**config.mk**
```make
export PLATFORM = sky130hd
export DESIGN_NAME = sram_arbiter
export DESIGN_NICKNAME = d
export VERILOG_FILES = /design/src/rtl/sram_arbiter.sv
export SDC_FILE = /design/constraint.sdc
export NUM_CORES = 1
export LEC_CHECK = 0
export ABC_AREA = 1
export BUFFER_PORTS_ARGS = -buffer_cell sky130_fd_sc_hd__buf_2
export CORE_UTILIZATION = 45
export CTS_BUF_LIST = sky130_fd_sc_hd__clkbuf_4 sky130_fd_sc_hd__clkbuf_8
export DETAILED_ROUTE_END_ITERATION = 16
export GPL_TIMING_DRIVEN = 0
export PLACE_DENSITY = 0.91
export SYNTH_ARGS = -nofsm -noshare
export SYNTH_HDL_FRONTEND = slang
export SYNTH_SLANG_ARGS = --single-unit
```
**constraint.sdc**
```tcl
create_clock -name i_clk -period 2 [get_ports i_clk]
set_input_delay 0.2 -clock i_clk [delete_from_list [all_inputs] [get_ports i_clk]]
set_output_delay 0.2 -clock i_clk [all_outputs]
set_load 0.1 [all_outputs]
```
**src/rtl/sram_arbiter.sv**
```systemverilog
// Zero-fill sequencer and two-requester arbiter in front of a single-port SRAM.
// Build option: SRAM_ARB_FIXED_PRIO_EN selects fixed priority (requester 0) over round robin.
module sram_arbiter #(
  parameter int ADDR_WIDTH = 5,
  parameter int DATA_WIDTH = 32,
  parameter int DEPTH      = 32
) (
  input  logic                  i_clk,
  input  logic                  rst_n,
  input  logic                  i_clr_start,
  input  logic                  i_req0,
  input  logic                  i_req1,
  input  logic                  i_we0,
  input  logic                  i_we1,
  input  logic [ADDR_WIDTH-1:0] i_addr0,
  input  logic [ADDR_WIDTH-1:0] i_addr1,
  input  logic [DATA_WIDTH-1:0] i_wdata0,
  input  logic [DATA_WIDTH-1:0] i_wdata1,
  output logic                  o_gnt0,
  output logic                  o_gnt1,
  output logic                  o_rvalid0,
  output logic                  o_rvalid1,
  output logic [DATA_WIDTH-1:0] o_rdata,
  output logic                  o_busy,
  output logic                  o_clr_done,
  output logic [ADDR_WIDTH-1:0] o_mem_addr,
  output logic                  o_mem_write,
  output logic [DATA_WIDTH-1:0] o_mem_wdata,
  input  logic [DATA_WIDTH-1:0] i_mem_rdata
);

  localparam int CW = ADDR_WIDTH + 1;
  localparam logic [CW-1:0] CNT_END = CW'(DEPTH);

  typedef enum logic {
    CLEAR,
    SERVE
  } state_t;

  state_t                state;
  state_t                state_n;
  logic [CW-1:0]         cnt;
  logic [CW-1:0]         cnt_n;
  logic                  gnt0_n;
  logic                  gnt1_n;
  logic                  busy_n;
  logic                  done_n;
  logic                  we_n;
  logic [ADDR_WIDTH-1:0] addr_n;
  logic [DATA_WIDTH-1:0] wdata_n;
  logic                  elig0;
  logic                  elig1;
  logic                  win0;
  logic                  win1;

  // A requester granted this cycle still holds its request; skip it once.
  assign elig0 = i_req0 & ~o_gnt0;
  assign elig1 = i_req1 & ~o_gnt1;

`ifdef SRAM_ARB_FIXED_PRIO_EN
  assign win0 = elig0;
  assign win1 = elig1 & ~elig0;
`else
  logic ptr;

  assign win0 = elig0 & (~elig1 | ~ptr);
  assign win1 = elig1 & (~elig0 | ptr);

  always_ff @(posedge i_clk or negedge rst_n) begin
    if (!rst_n) begin
      ptr <= 1'b0;
    end else if (gnt0_n) begin
      ptr <= 1'b1;
    end else if (gnt1_n) begin
      ptr <= 1'b0;
    end
  end
`endif

  assign o_rdata = i_mem_rdata;

  always_comb begin
    state_n = state;
    cnt_n   = cnt;
    gnt0_n  = 1'b0;
    gnt1_n  = 1'b0;
    busy_n  = o_busy;
    done_n  = 1'b0;
    we_n    = 1'b0;
    addr_n  = o_mem_addr;
    wdata_n = o_mem_wdata;
    unique case (state)
      CLEAR: begin
        if (cnt == CNT_END) begin
          state_n = SERVE;
          cnt_n   = '0;
          busy_n  = 1'b0;
          done_n  = 1'b1;
        end else begin
          we_n    = 1'b1;
          addr_n  = cnt[ADDR_WIDTH-1:0];
          wdata_n = '0;
          cnt_n   = cnt + CW'(1);
        end
      end
      SERVE: begin
        if (i_clr_start) begin
          // Word 0 goes out on this edge, so the fill resumes at 1.
          state_n = CLEAR;
          busy_n  = 1'b1;
          we_n    = 1'b1;
          addr_n  = '0;
          wdata_n = '0;
          cnt_n   = CW'(1);
        end else if (win0) begin
          gnt0_n  = 1'b1;
          we_n    = i_we0;
          addr_n  = i_addr0;
          wdata_n = i_wdata0;
        end else if (win1) begin
          gnt1_n  = 1'b1;
          we_n    = i_we1;
          addr_n  = i_addr1;
          wdata_n = i_wdata1;
        end
      end
      default: state_n = CLEAR;
    endcase
  end

  always_ff @(posedge i_clk or negedge rst_n) begin
    if (!rst_n) begin
      state       <= CLEAR;
      cnt         <= '0;
      o_busy      <= 1'b1;
      o_clr_done  <= 1'b0;
      o_gnt0      <= 1'b0;
      o_gnt1      <= 1'b0;
      o_rvalid0   <= 1'b0;
      o_rvalid1   <= 1'b0;
      o_mem_write <= 1'b0;
      o_mem_addr  <= '0;
      o_mem_wdata <= '0;
    end else begin
      state       <= state_n;
      cnt         <= cnt_n;
      o_busy      <= busy_n;
      o_clr_done  <= done_n;
      o_gnt0      <= gnt0_n;
      o_gnt1      <= gnt1_n;
      o_rvalid0   <= o_gnt0 & ~o_mem_write;
      o_rvalid1   <= o_gnt1 & ~o_mem_write;
      o_mem_write <= we_n;
      o_mem_addr  <= addr_n;
      o_mem_wdata <= wdata_n;
    end
  end

endmodule

```
* Word-level counts from Yosys, hierarchy flattened
Index checks and enable logic that the tools add are counted.
** Operators by class
- Add/sub/neg operators :: 1
- Eq/ne operators :: 5
- Muxes and demuxes :: 34
- Bitwise logic cells :: 15
- Reductions and logical operators :: 3
** Operators with widths (number)
- 2-to-1 mux 32 bit :: 4
- one-hot mux 32 bit (2 select lines) :: 1
- 2-to-1 mux 5 bit :: 4
- 2-to-1 mux 1 bit :: 18
- 2-to-1 mux 6 bit :: 2
- one-hot mux 6 bit (2 select lines) :: 1
- one-hot mux 5 bit (2 select lines) :: 1
- inverter 1 bit :: 7
- adder 6 x 1 -> 6 bit, second input constant :: 1
- bitwise AND 1 bit :: 6
- equality test 6 bit, second input constant :: 1
- != test 2 bit, second input constant :: 3
- one-hot mux 1 bit (2 select lines) :: 3
- != test 4 x 2 -> 1 bit, second input constant :: 1
- AND reduction 2 bit :: 2
- OR 1 bit :: 2
- nonzero test 2 bit :: 1
** Storage, ports and cells
- Bits in registers :: 52
- Output and inout port bits :: 76

* Longest topological paths before layout
- Depth in word-level cells :: 11
- Gate-level depth with buffers :: 10
- Mapped depth without buffers :: 9

* Least setup slack after synthesis
Ideal clock, no wire load.
- Path kind :: reg-to-reg
- Start :: register o_gnt1
- End :: register o_mem_wdata[10]
- Arrival :: 1929 ps
- Data required time :: 1880 ps
- Slack :: -49 ps
- Stages on the path, launching flop included :: 9
- Path buffers :: 2
- Cell sequence :: dfrtp_1 -> inv_1 -> nand3_1 -> nand2_2 -> buf_6 -> clkbuf_1 -> or2_2 -> nand3_1 -> nand2_1
** On the way
- Cells in the longest elaborated chain, start to end :: 8
** Ends and longest elaborated chain
- start: declaration :: RTL line 20 : output logic o_gnt1,
- start signal: assignment :: RTL line 150 : o_gnt1 <= gnt1_n;
- inverter 1 bit * :: RTL line 58 : assign elig1 = i_req1 & ~o_gnt1;
- bitwise AND 1 bit * :: RTL line 58
- inverter 1 bit :: RTL line 66 : assign win0 = elig0 & (~elig1 | ~ptr);
- OR 1 bit :: RTL line 66
- bitwise AND 1 bit :: RTL line 66
- 2-to-1 mux 32 bit :: RTL line 115 : end else if (win0) begin
- 2-to-1 mux 32 bit :: RTL line 107 : if (i_clr_start) begin
- one-hot mux 32 bit (2 select lines) :: RTL line 92 : unique case (state)
- end signal: assignment :: RTL line 155 : o_mem_wdata <= wdata_n;
- end: declaration :: RTL line 28 : output logic [DATA_WIDTH-1:0] o_mem_wdata,
Every way passes the cells marked *; elsewhere a longest branch is shown, timed or not.
A chain may end at the register's enable or synchronous reset.

* Worst setup path after layout
Ends and elaborated chain as after synthesis.

==> impl_summary.md <==
Outcome
The run finished with clean final reports.

Clocking
The clock edge transition at the registers on the reported setup and hold paths is 90 ps. The count of hold buffers inserted by post-cts repair is 0. The number of buffers inserted during clock tree synthesis is 5. In this run the post-CTS setup repair buffer count came out at 0. TritonCTS built the clock tree. Counting every sink on the clock net gives 52.

The clock root buffer is sky130_fd_sc_hd__clkbuf_8. The quantity of gates resized following cts is 0. The clock passes through at most 2 buffers. The number of levels in the clock H-tree is 2. The clock reaches the later pin of the worst-skew pair after 300 ps.

STA
Setup violations remaining at the end of the flow were counted as 0. For the pin with the worst max-slew slack, the measured transition is 1140 ps. The total count of hold-check failures in the final report is 0. Setup total negative slack on the finished layout was measured at 0 ps. The final cycle utilization of the critical path is 0.887. Setup repair after global routing left no endpoint under its margin. The number of pins exceeding their max-slew limit in the final report is 0. Final hold analysis gives a worst-case slack of 126 ps. Derived from the worst setup path, the maximum achievable clock frequency is 564 MHz. For the finished layout, the period the worst path requires is 1770 ps. The worst-case headroom to the max-slew limit is 0.243. The final clock skew is 7.77 ps.

Across all setup checks in the final design, the least slack found is 226 ps.

Synthesis
A synthesized cell averages 7.60 um^2. After technology mapping, the gate count stands at 411. The number of storage elements in the synthesis netlist is 52. Summing every instance area after synthesis gives 3120 um^2. The share of the Yosys chip area taken by registers is 0.417. The net count after synthesis is 526. The number of warnings reported in the yosys synthesis log is 0. The number of different library cells used by synthesis comes to 28.

GRT
The total global routing track utilization is 0.218. The pin count of the biggest net entering global routing is 53. After global routing the overflow that remains totals 0.

The number of antenna violations at the first check in global routing was 0. The number of global-route vias before repair is 2923. The first-pass GRT wire length is 12600 um.

Layout
Counting the fill cells in the layout gives 597. The proportion of layout cells with a drive suffix above 1 is 0.430. The antenna diode count is 0.

The final net count is 689. The relative area change from synthesis to final layout is 31.4%. The commonest non-fill, non-tap cell in the layout is sky130_fd_sc_hd__buf_2. In the layout the commonest cells are sky130_fd_sc_hd__buf_2 (157), sky130_fd_sc_hd__nand2_1 (90), sky130_fd_sc_hd__inv_1 (50), sky130_fd_sc_hd__nand3_1 (50), sky130_fd_sc_hd__dfrtp_1 (50).

Power and ir drop
In this run the static leakage power is 0.00253 uW. IR analysis of the VDD net gives a maximum drop of 0.392 mV. Power spread over the standard cell area amounts to 988 nW/um^2.

Route
The number of design rule violations left after detail routing is 0. The routed design has 8200 um of wire. Dividing the detail-routed via count by the number of cells gives 4.85. The number of routed nets with antenna violations is 0. In the final routed layout, each cell accounts on average for 12.5 um.

In this run, the number of DRC markers left after iteration 0 of detailed routing was 128. The routed via count is 3176. The number of optimization iterations in the first detailed-route pass is 4.

Critical path
At the worst endpoint, the arrival time is 1960 ps. STA classifies the critical path startpoint as a flop. The endpoint kind of the worst setup timing path is a flop.

The start-to-end type of the worst setup path is reg2reg. Along the worst path, the maximum fanout reaches 10. STA puts the critical path data required time at 2190 ps.

Die
The initial standard-cell utilization of the core is 0.462. The height of the chip is 85.3 um. During I/O placement, the number of pins put on the boundary was 189. The area of the placeable core is 6760 um^2. The initialized floorplan defines 30 standard-cell rows. The die outline area is 7280 um^2.

Measured along the x axis, the die boundary spans 85.3 um.

Min path
The min-delay analysis places its worst path in the category in2async.

Place
The placer's final routability congestion estimate is 0.841. The port buffer count is 156. Summed over all nets, the half-perimeter wirelength after detailed placement is 6190 um. The setup slack after placement is 233 ps.

Flow run
Across the run, the number of max-cap violations was 0.
[registers in the layout, summed over array words and instances (netlist names)]
register / cells
cnt: 6
o_busy: 1
o_clr_done: 1
o_gnt0: 1
o_gnt1: 1
o_mem_addr: 5
o_mem_wdata: 32
o_mem_write: 1
o_rvalid0: 1
o_rvalid1: 1
ptr: 1
state: 1
[Yosys cell counts, drive strengths merged]
| library cell | count | area (um^2) |
|---|---|---|
| nor2 | 29 | 133 |
| a21boi | 1 | 7.51 |
| dfstp | 1 | 26.3 |
| ha | 2 | 25.0 |
| nand3 | 51 | 268 |
| or2 | 32 | 200 |
| clkbuf | 8 | 30.0 |
| inv | 53 | 201 |
| nand2 | 92 | 355 |
| nand4 | 1 | 12.5 |
| xor2 | 2 | 17.5 |
| a21oi | 37 | 185 |
| dfrtp | 51 | 1280 |
| o22ai | 3 | 18.8 |
| o21ai | 4 | 20.0 |
| xnor2 | 1 | 8.76 |
| buf | 43 | 339 |
[cell type report]
type | instances | area (um^2) | share of cell area
Clock buffer | 8 | 97.6 | 0.0238
Sequential cell | 52 | 1300 | 0.318
Buffer | 51 | 369 | 0.0899
Tap cell | 80 | 100 | 0.0244
Inverter | 53 | 201 | 0.0491
Timing Repair Buffer | 156 | 781 | 0.190
Multi-Input combinational cell | 255 | 1250 | 0.305
[through the flow]
step	util	total power, uW	cells	cell area (um^2)
floorplan	-	3010	411	3130
global route	0.607	4250	655	4100
detailed placement	0.593	3430	647	4010
finish	0.607	4060	655	4100
CTS	0.607	4070	655	4100
global placement	0.593	3380	647	4010
[critical path, cell delays in order, from the launching register on]
cell and delay (ps):
sky130_fd_sc_hd__dfrtp_2 430, sky130_fd_sc_hd__inv_1 100, sky130_fd_sc_hd__nand3_1 150, sky130_fd_sc_hd__nand2_2 130, sky130_fd_sc_hd__buf_6 140, sky130_fd_sc_hd__clkbuf_1 410
sky130_fd_sc_hd__a21oi_1 130, sky130_fd_sc_hd__nand3_1 130, sky130_fd_sc_hd__nand2_1 50
[where the power goes]
group | total (uW) | switching [uW] | internal, uW
clock | 641 | 331 | 310
sequential | 1380 | 146 | 1230
combinational | 2040 | 1550 | 489
total | 4060 | 2030 | 2030
[metal layers]
layer,part of all wire,track usage
met5,0,0
met1,0.42,0.251
met4,0.020,0.0864
met2,0.51,0.401
met3,0.052,0.0360
[final timing paths]
kind	start	endpoint	slack, ps	cells past startpoint
max in group asynchronous	rst_n	o_gnt1	1120	1
worst max-delay path	o_gnt1	o_mem_wdata[10]	230	8
min in group i_clk	i_clr_start	o_busy	200	3
worst max register to register	o_gnt1	o_mem_wdata[10]	230	8
worst min-delay path	rst_n	o_clr_done	130	1
worst min register to register	o_mem_write	o_rvalid0	450	1
[cell families after synthesis]
logic type / Yosys count / share of synthesized area
compound gates: 45 / 0.0741
flops: 52 / 0.417
simple gates: 205 / 0.310
xor+xnor: 3 / 0.00841
fa+ha+maj: 2 / 0.00801
buf+inv: 104 / 0.183
Note: power is estimated with default switching activity, not from simulation.
